File: src/rtl/seg_scan_ctrl.sv
// Four-digit seven-segment scan controller: walks digits 0..3 at a fixed slot rate and
// swaps in new display contents only at frame boundaries (or while idle).
module seg_scan_ctrl #(
    parameter int SCAN_DIV  = 50000,
    parameter int BLANK_CYC = 16
) (
    input  logic        HCLK,
    input  logic        HRESETn,
    input  logic        enable,
    input  logic        upd_valid,
    output logic        upd_ready,
    input  logic [15:0] upd_data,
    input  logic [3:0]  upd_mask,
    input  logic [3:0]  upd_dp,
    output logic [2:0]  bit_disp,
    output logic [3:0]  data_disp,
    output logic        dp,
    output logic        blank,
    output logic        frame_done
);

    localparam int CW = (SCAN_DIV > 2) ? $clog2(SCAN_DIV) : 1;
    localparam logic [CW-1:0] SLOT_LAST = CW'(SCAN_DIV - 1);
    localparam logic [CW-1:0] SHOW_LEN  = CW'(SCAN_DIV - BLANK_CYC);

    typedef enum logic [1:0] {
        ST_IDLE,
        ST_SHOW,
        ST_BLANK
    } state_t;

    state_t        state_reg, state_next;
    logic [CW-1:0] cnt_reg, cnt_next, cnt_inc;
    logic [1:0]    digit_reg, digit_next;

    logic [15:0]   act_data_reg, act_data_next;
    logic [3:0]    act_mask_reg, act_mask_next;
    logic [3:0]    act_dp_reg, act_dp_next;
    logic [15:0]   pend_data_reg, pend_data_next;
    logic [3:0]    pend_mask_reg, pend_mask_next;
    logic [3:0]    pend_dp_reg, pend_dp_next;
    logic          full_reg, full_next;

    logic          upd_ready_reg, upd_ready_next;
    logic [2:0]    bit_disp_reg, bit_disp_next;
    logic [3:0]    data_disp_reg, data_disp_next;
    logic          dp_reg, dp_next;
    logic          blank_reg, blank_next;
    logic          frame_done_reg, frame_done_next;

    logic          capture, apply;
    logic [3:0]    nib_arr [4];

    // Nibble view of the active set after any apply in this cycle
    generate
        for (genvar gi = 0; gi < 4; gi++) begin : g_nib
            assign nib_arr[gi] = act_data_next[4*gi +: 4];
        end
    endgenerate

    assign cnt_inc = cnt_reg + 1'b1;

    // Slot sequencing: one counter spans SHOW and BLANK, so every slot is SCAN_DIV cycles
    always_comb begin
        state_next = state_reg;
        cnt_next   = cnt_reg;
        digit_next = digit_reg;
        case (state_reg)
            ST_IDLE: begin
                cnt_next   = '0;
                digit_next = '0;
                if (enable) begin
                    state_next = ST_SHOW;
                end
            end
            default: begin
                if (!enable) begin
                    state_next = ST_IDLE;
                    cnt_next   = '0;
                    digit_next = '0;
                end else if (cnt_reg == SLOT_LAST) begin
                    state_next = ST_SHOW;
                    cnt_next   = '0;
                    digit_next = digit_reg + 2'd1;
                end else begin
                    cnt_next = cnt_inc;
                    if ((BLANK_CYC > 0) && (cnt_inc == SHOW_LEN)) begin
                        state_next = ST_BLANK;
                    end
                end
            end
        endcase
    end

    // Shadow register handshake; apply only happens with full set, so it never overlaps a capture
    always_comb begin
        capture        = upd_valid & ~full_reg;
        apply          = full_reg & (frame_done_reg | (state_reg == ST_IDLE));
        pend_data_next = pend_data_reg;
        pend_mask_next = pend_mask_reg;
        pend_dp_next   = pend_dp_reg;
        full_next      = full_reg;
        act_data_next  = act_data_reg;
        act_mask_next  = act_mask_reg;
        act_dp_next    = act_dp_reg;
        if (apply) begin
            act_data_next = pend_data_reg;
            act_mask_next = pend_mask_reg;
            act_dp_next   = pend_dp_reg;
            full_next     = 1'b0;
        end
        if (capture) begin
            pend_data_next = upd_data;
            pend_mask_next = upd_mask;
            pend_dp_next   = upd_dp;
            full_next      = 1'b1;
        end
        upd_ready_next = ~full_next;
    end

    // Registered display outputs, computed from the post-edge state and active set
    always_comb begin
        bit_disp_next   = bit_disp_reg;
        data_disp_next  = data_disp_reg;
        dp_next         = dp_reg;
        blank_next      = 1'b1;
        frame_done_next = (state_next != ST_IDLE) && (digit_next == 2'd3) && (cnt_next == SLOT_LAST);
        case (state_next)
            ST_IDLE: begin
                bit_disp_next  = 3'd0;
                data_disp_next = 4'd0;
                dp_next        = 1'b0;
            end
            ST_SHOW: begin
                bit_disp_next  = {1'b0, digit_next};
                data_disp_next = nib_arr[digit_next];
                dp_next        = act_dp_next[digit_next];
                blank_next     = ~act_mask_next[digit_next];
            end
            default: begin
                blank_next = 1'b1;
            end
        endcase
    end

    always_ff @(posedge HCLK) begin
        if (!HRESETn) begin
            state_reg      <= ST_IDLE;
            cnt_reg        <= '0;
            digit_reg      <= '0;
            act_data_reg   <= '0;
            act_mask_reg   <= '0;
            act_dp_reg     <= '0;
            pend_data_reg  <= '0;
            pend_mask_reg  <= '0;
            pend_dp_reg    <= '0;
            full_reg       <= 1'b0;
            upd_ready_reg  <= 1'b1;
            bit_disp_reg   <= '0;
            data_disp_reg  <= '0;
            dp_reg         <= 1'b0;
            blank_reg      <= 1'b1;
            frame_done_reg <= 1'b0;
        end else begin
            state_reg      <= state_next;
            cnt_reg        <= cnt_next;
            digit_reg      <= digit_next;
            act_data_reg   <= act_data_next;
            act_mask_reg   <= act_mask_next;
            act_dp_reg     <= act_dp_next;
            pend_data_reg  <= pend_data_next;
            pend_mask_reg  <= pend_mask_next;
            pend_dp_reg    <= pend_dp_next;
            full_reg       <= full_next;
            upd_ready_reg  <= upd_ready_next;
            bit_disp_reg   <= bit_disp_next;
            data_disp_reg  <= data_disp_next;
            dp_reg         <= dp_next;
            blank_reg      <= blank_next;
            frame_done_reg <= frame_done_next;
        end
    end

    assign upd_ready  = upd_ready_reg;
    assign bit_disp   = bit_disp_reg;
    assign data_disp  = data_disp_reg;
    assign dp         = dp_reg;
    assign blank      = blank_reg;
    assign frame_done = frame_done_reg;

endmodule

File: config.mk
export PLATFORM = sky130hd
export DESIGN_NAME = seg_scan_ctrl
export DESIGN_NICKNAME = d
export VERILOG_FILES = /design/src/rtl/seg_scan_ctrl.sv
export SDC_FILE = /design/constraint.sdc
export NUM_CORES = 1
export LEC_CHECK = 0
export BUFFER_PORTS_ARGS = -buffer_cell sky130_fd_sc_hd__buf_2
export CELL_PAD_IN_SITES_DETAIL_PLACEMENT = 0
export CELL_PAD_IN_SITES_GLOBAL_PLACEMENT = 1
export CORE_MARGIN = 4
export CORE_UTILIZATION = 50
export CTS_BUF_LIST = sky130_fd_sc_hd__clkbuf_8
export DETAILED_ROUTE_END_ITERATION = 12
export PLACE_DENSITY_LB_ADDON = 0.1
export SLEW_MARGIN = 20
export SYNTH_ARGS = -nofsm -noshare
export SYNTH_HDL_FRONTEND = slang
export SYNTH_SLANG_ARGS = --single-unit
export TNS_END_PERCENT = 10
File: constraint.sdc
create_clock -name HCLK -period 7.5 [get_ports HCLK]
set_clock_uncertainty 0.15 [all_clocks]
set_input_delay 2.25 -clock HCLK [delete_from_list [all_inputs] [get_ports HCLK]]
set_output_delay 2.25 -clock HCLK [all_outputs]
set_load 0.05 [all_outputs]
# Word level (Yosys, flattened, before mapping)
# Index checks and enable logic that the tools add are counted.
[op_classes]
muxes = 26
add_sub_neg = 2
order_cmp = 2
eq_ne = 5
n_bitwise = 7
n_reduce_logical = 7
[ops]
columns = ["operator", "count"]
rows = [
  ["16-bit 2-to-1 mux", 4],
  ["16-bit equality test (second input constant)", 3],
  ["16-bit by 1-bit adder with 16-bit output (second input constant)", 1],
  ["2-bit 2-to-1 mux", 8],
  ["4-bit 2-to-1 mux", 4],
  ["4-bit binary-select mux with 2-bit select", 1],
  ["4-bit case mux with 2 select lines", 1],
  ["3-bit case mux with 2 select lines", 1],
  ["1-bit binary-select mux with 2-bit select", 2],
  ["2-bit zero test", 2],
  ["1-bit 2-to-1 mux", 4],
  ["2-bit nonzero test", 2],
  ["3-bit greater-or-equal comparator (second input constant)", 1],
  ["2-bit by 3-bit less-than comparator with 1-bit output (second input constant)", 1],
  ["1-bit NOT", 3],
  ["2-bit NOT with 3-bit output", 1],
  ["2-bit by 1-bit adder with 2-bit output (second input constant)", 1],
  ["1-bit bitwise AND", 2],
  ["2-bit by 1-bit equality test with 1-bit output (second input constant)", 1],
  ["2-bit equality test (second input constant)", 1],
  ["1-bit logical AND", 2],
  ["1-bit case mux with 2 select lines", 1],
  ["2-bit AND reduction", 1],
  ["1-bit OR", 1],
]
[word_totals]
inputBits = 28
reg_bits = 80
wordCells = 65
output_inout_bits = 11

# Logic depth before layout (Yosys ltp)
[depth]
word_depth = 9
ltp_mapped = 10
depth_no_buf = 8

# Worst setup path after synthesis
# No wires, ideal clock.
[synth_path]
kind = "in2reg"
from = "in enable"
to = "reg data_disp_reg[0], in the netlist data_disp[0]"
slack_ps = 3309
cell_stages = 7
required_ps = 7233
setup_ps = 117
t_arrival_ps = 3924
path_cell_list = "o21a_1 -> nand2b_1 -> mux2i_1 -> buf_2 -> mux2_2 -> mux4_2 -> a32o_1"
[synth_between]
elab_chain_len = 7
[synth_lines]
columns = ["item", "line", "rtl"]
rows = [
  ["start, declared", "9", "input logic enable,"],
  ["2-bit 2-to-1 mux", "77", "if (!enable) begin"],
  ["2-bit 2-to-1 mux", "68", "case (state_reg)"],
  ["2-bit NOT with 3-bit output (implied by the code)", "136", "data_disp_next = nib_arr[digit_next];"],
  ["4-bit binary-select mux with 2-bit select", "136", ""],
  ["4-bit 2-to-1 mux (implied by the code) (2 in a row)", "136", ""],
  ["4-bit case mux with 2 select lines", "128", "case (state_next)"],
  ["end signal, assigned", "177", "data_disp_reg <= data_disp_next;"],
  ["end, declared", "46", "logic [3:0] data_disp_reg, data_disp_next;"],
]
# Parallel ways exist; a longest one is shown, timed or not. The select of a mux whose other input is x is not followed.
# A chain may end at the register's enable or synchronous reset.

# Final worst setup path
[layout_path]
from = "in enable"
to = "reg dp_reg, in the netlist dp"
[layout_between]
elab_chain_len = 5
[layout_lines]
columns = ["item", "line", "rtl"]
rows = [
  ["2-bit 2-to-1 mux", "77", ""],
  ["2-bit 2-to-1 mux", "68", ""],
  ["1-bit binary-select mux with 2-bit select", "137", "dp_next = act_dp_next[digit_next];"],
  ["1-bit 2-to-1 mux (implied by the code)", "137", ""],
  ["1-bit case mux with 2 select lines", "128", ""],
  ["end signal, assigned", "178", "dp_reg <= dp_next;"],
  ["end, declared", "47", "logic dp_reg, dp_next;"],
]
# Parallel ways exist; a longest one is shown, timed or not. The select of a mux whose other input is x is not followed.

==> impl_metrics.env <==
export IMPL_instances_no_fill=553
export IMPL_drtIter0Drc=153
export IMPL_final_util=0.565
export IMPL_grt_pass1_wl_um=13800
export IMPL_drt_pass1_iterations=4
export IMPL_dp_hpwl_um=5470
export IMPL_cts_buffers=9
export IMPL_power_total_uw=774
export IMPL_postSynthCellCount=436
export IMPL_crit_required_ns=7.59
export IMPL_cts_sinks=79
export IMPL_setup_viol=0
export IMPL_maxCapViolCount=0
export IMPL_synth_cell_types=46
export IMPL_yosysWarnings=0
export IMPL_area_delta_synth_final_pct=9.32
export IMPL_ys_flop_type="dfxtp_1"
export IMPL_clock_latency_ns=0.35
export IMPL_overflow=0
export IMPL_maxSlewHeadroom=0.326
export IMPL_power_density_nw_per_um2=189
export IMPL_worst_slew_pin_slew_ns=0.990
export IMPL_drive_gt1_frac=0.167
export IMPL_syn_num_nets=465
export IMPL_cts_resized=0
export IMPL_grt_pass1_vias=2843
export IMPL_cts_setup_buffers=0
export IMPL_pre_cts_slack_ns=2.64
export IMPL_yosys_top_cells_area="dfxtp_1 (42%), nand2_1 (11%), a21boi_0 (9.8%)"
export IMPL_drt_total_wl_um=8090
export IMPL_yosys_register_bits=79
export IMPL_fin_crit_sh=0.596
export IMPL_max_vdd_ir_drop_uv=103
export IMPL_cts_hold_buffers=0
export IMPL_path_clk_slew_ns=0.07
export IMPL_detail_route_wl_per_cell_um=14.6
export IMPL_syn_avg_cell_area_um2=8.59
export IMPL_grt_max_degree=53
export IMPL_fillCellCount=734
export IMPL_io_buffers=37
export IMPL_ant_nets=0
export IMPL_syn_area_um2=3750
export IMPL_regArea_um2=1580
export IMPL_async_flop_share=0
export IMPL_htreeDepth=3
export IMPL_drc=0
export IMPL_vias_per_cell=5.39
export IMPL_startpoint_type="primary input"
export IMPL_layout_nets=480
export IMPL_end_kind="flop"
export IMPL_cp_arrival_ns=4.56
export IMPL_post_place_cells=539
export IMPL_netlist_top_cells_count="nand2_1 (110), dfxtp_1 (79), a21boi_0 (49)"
export IMPL_seq_area_frac_synth=0.422
export IMPL_die_h_um=94.6
export IMPL_period_minus_slack_ns=4.47
export IMPL_globalplace_congestion=0.875
export IMPL_dieWidth_um=94.6
export IMPL_synth_top_area_share=0.422
export IMPL_timing_fmax_ghz=0.224
export IMPL_die_area_um2=8940
export IMPL_p_leak_nw=1.47
export IMPL_outcome="finished, final reports clean"
export IMPL_grt_usage=0.195
export IMPL_cts_tree="yes"
export IMPL_grt_setup_unrepaired="no"
export IMPL_clockBufferDepth=2
export IMPL_yosys_area_top_type="dfxtp_1"
export IMPL_coreArea_um2=7250
export IMPL_setup_tns_ns=0
export IMPL_multi_input_area_um2=2000
export IMPL_yosysMostFrequentCell="nand2_1"
export IMPL_vias=2981
export IMPL_cts_root_buf="clkbuf_8"
export IMPL_std_cell_rows=31
export IMPL_io_pins=39
export IMPL_antenna_found_initial=0
export IMPL_hold_violations=0
export IMPL_fin_ws_ns=3.03
export IMPL_final_max_slew_violation_count=0
export IMPL_antenna_cells=0
export IMPL_crit_fanout=29
export IMPL_initial_core_util=0.516
export IMPL_hold_class="flop to flop"
export IMPL_synth_edf_count=0
export IMPL_worstSetupPathType="primary input to flop"
[cells in the final DEF (no fill, tap or decap), drive strengths merged]
| cell | n |
|---|---|
| nor2 | 28 |
| nand4bb | 2 |
| or3b | 1 |
| a311oi | 1 |
| ha | 1 |
| clkinv | 1 |
| o2111ai | 1 |
| nand2 | 110 |
| o41ai | 2 |
| or3 | 4 |
| inv | 10 |
| conb | 1 |
| nand2b | 4 |
| mux4 | 5 |
| nor4 | 7 |
| nor3 | 3 |
| nor3b | 3 |
| and3 | 2 |
| o21ai | 4 |
| nand4 | 7 |
| nor2b | 1 |
| mux2 | 20 |
| nand4b | 2 |
| mux2i | 4 |
| buf | 39 |
| a21oi | 4 |
| dfxtp | 79 |
| a21boi | 49 |
| a22o | 1 |
| a41oi | 1 |
| a32o | 5 |
| xor2 | 6 |
| o211ai | 1 |
| a31oi | 6 |
| xnor2 | 10 |
| and2 | 1 |
| o22a | 1 |
| clkbuf | 11 |
| o21a | 5 |
| nand3 | 11 |
[critical path, cell delays in order]
cell	delay, ns
buf_2	0.10
o21a_1	0.17
nand2_1	0.10
mux2i_4	0.78
mux2_2	0.42
mux4_2	0.47
a32o_1	0.27
[layer usage]
metal  vias up  GRT usage  routed length [um]
met4         0     0.0649                  88
met1      1385      0.266                4120
met5         -          0                   0
met3        10     0.0454                 362
met2        66      0.303                3520
li1       1520          -                   -
[cell families (layout without fill, tap and decap cells)]
kind of cell	after synthesis	in the layout	share of synthesized area
buffers and inverters	43	61	0.0494
DFF	79	79	0.422
xor gates and xnor gates	16	16	0.0374
AOI/OAI and AO/OA	81	81	0.161
other	1	1	0.00100
and+or+nand+nor	186	186	0.224
adders and majority gates	1	1	0.00334
muxes	29	29	0.102
[through the flow]
stage               instance area (um^2)  hold WS [ns]
finish                              4100         0.314
global route                        4100         0.335
CTS                                 4100         0.319
detailed placement                  3930         0.308
global placement                    3930         0.300
floorplan                           3750         0.289
[final timing paths]
path	from	endpoint	cells past startpoint	slack [ns]
max reg2reg	cnt_reg[0]	dp	7	3.88
min reg2reg	bit_disp[0]	bit_disp[0]	2	0.31
max	enable	dp	7	3.03
min	bit_disp[0]	bit_disp[0]	2	0.31
[power breakdown]
part           total (mW)  switching [mW]  internal (mW)
Sequential          0.441         0.00907          0.432
Combinational      0.0576          0.0336         0.0240
Clock               0.276           0.144          0.132
[cell type report]
cell class,count,share of cell area
inverter,8,0.00733
tap,99,0.0302
multi-input combinational,314,0.487
clock buffer,11,0.0370
clock inverter,3,0.00306
sequential,79,0.386
timing repair buffer,39,0.0489
Note: power is estimated with default switching activity, not from simulation.
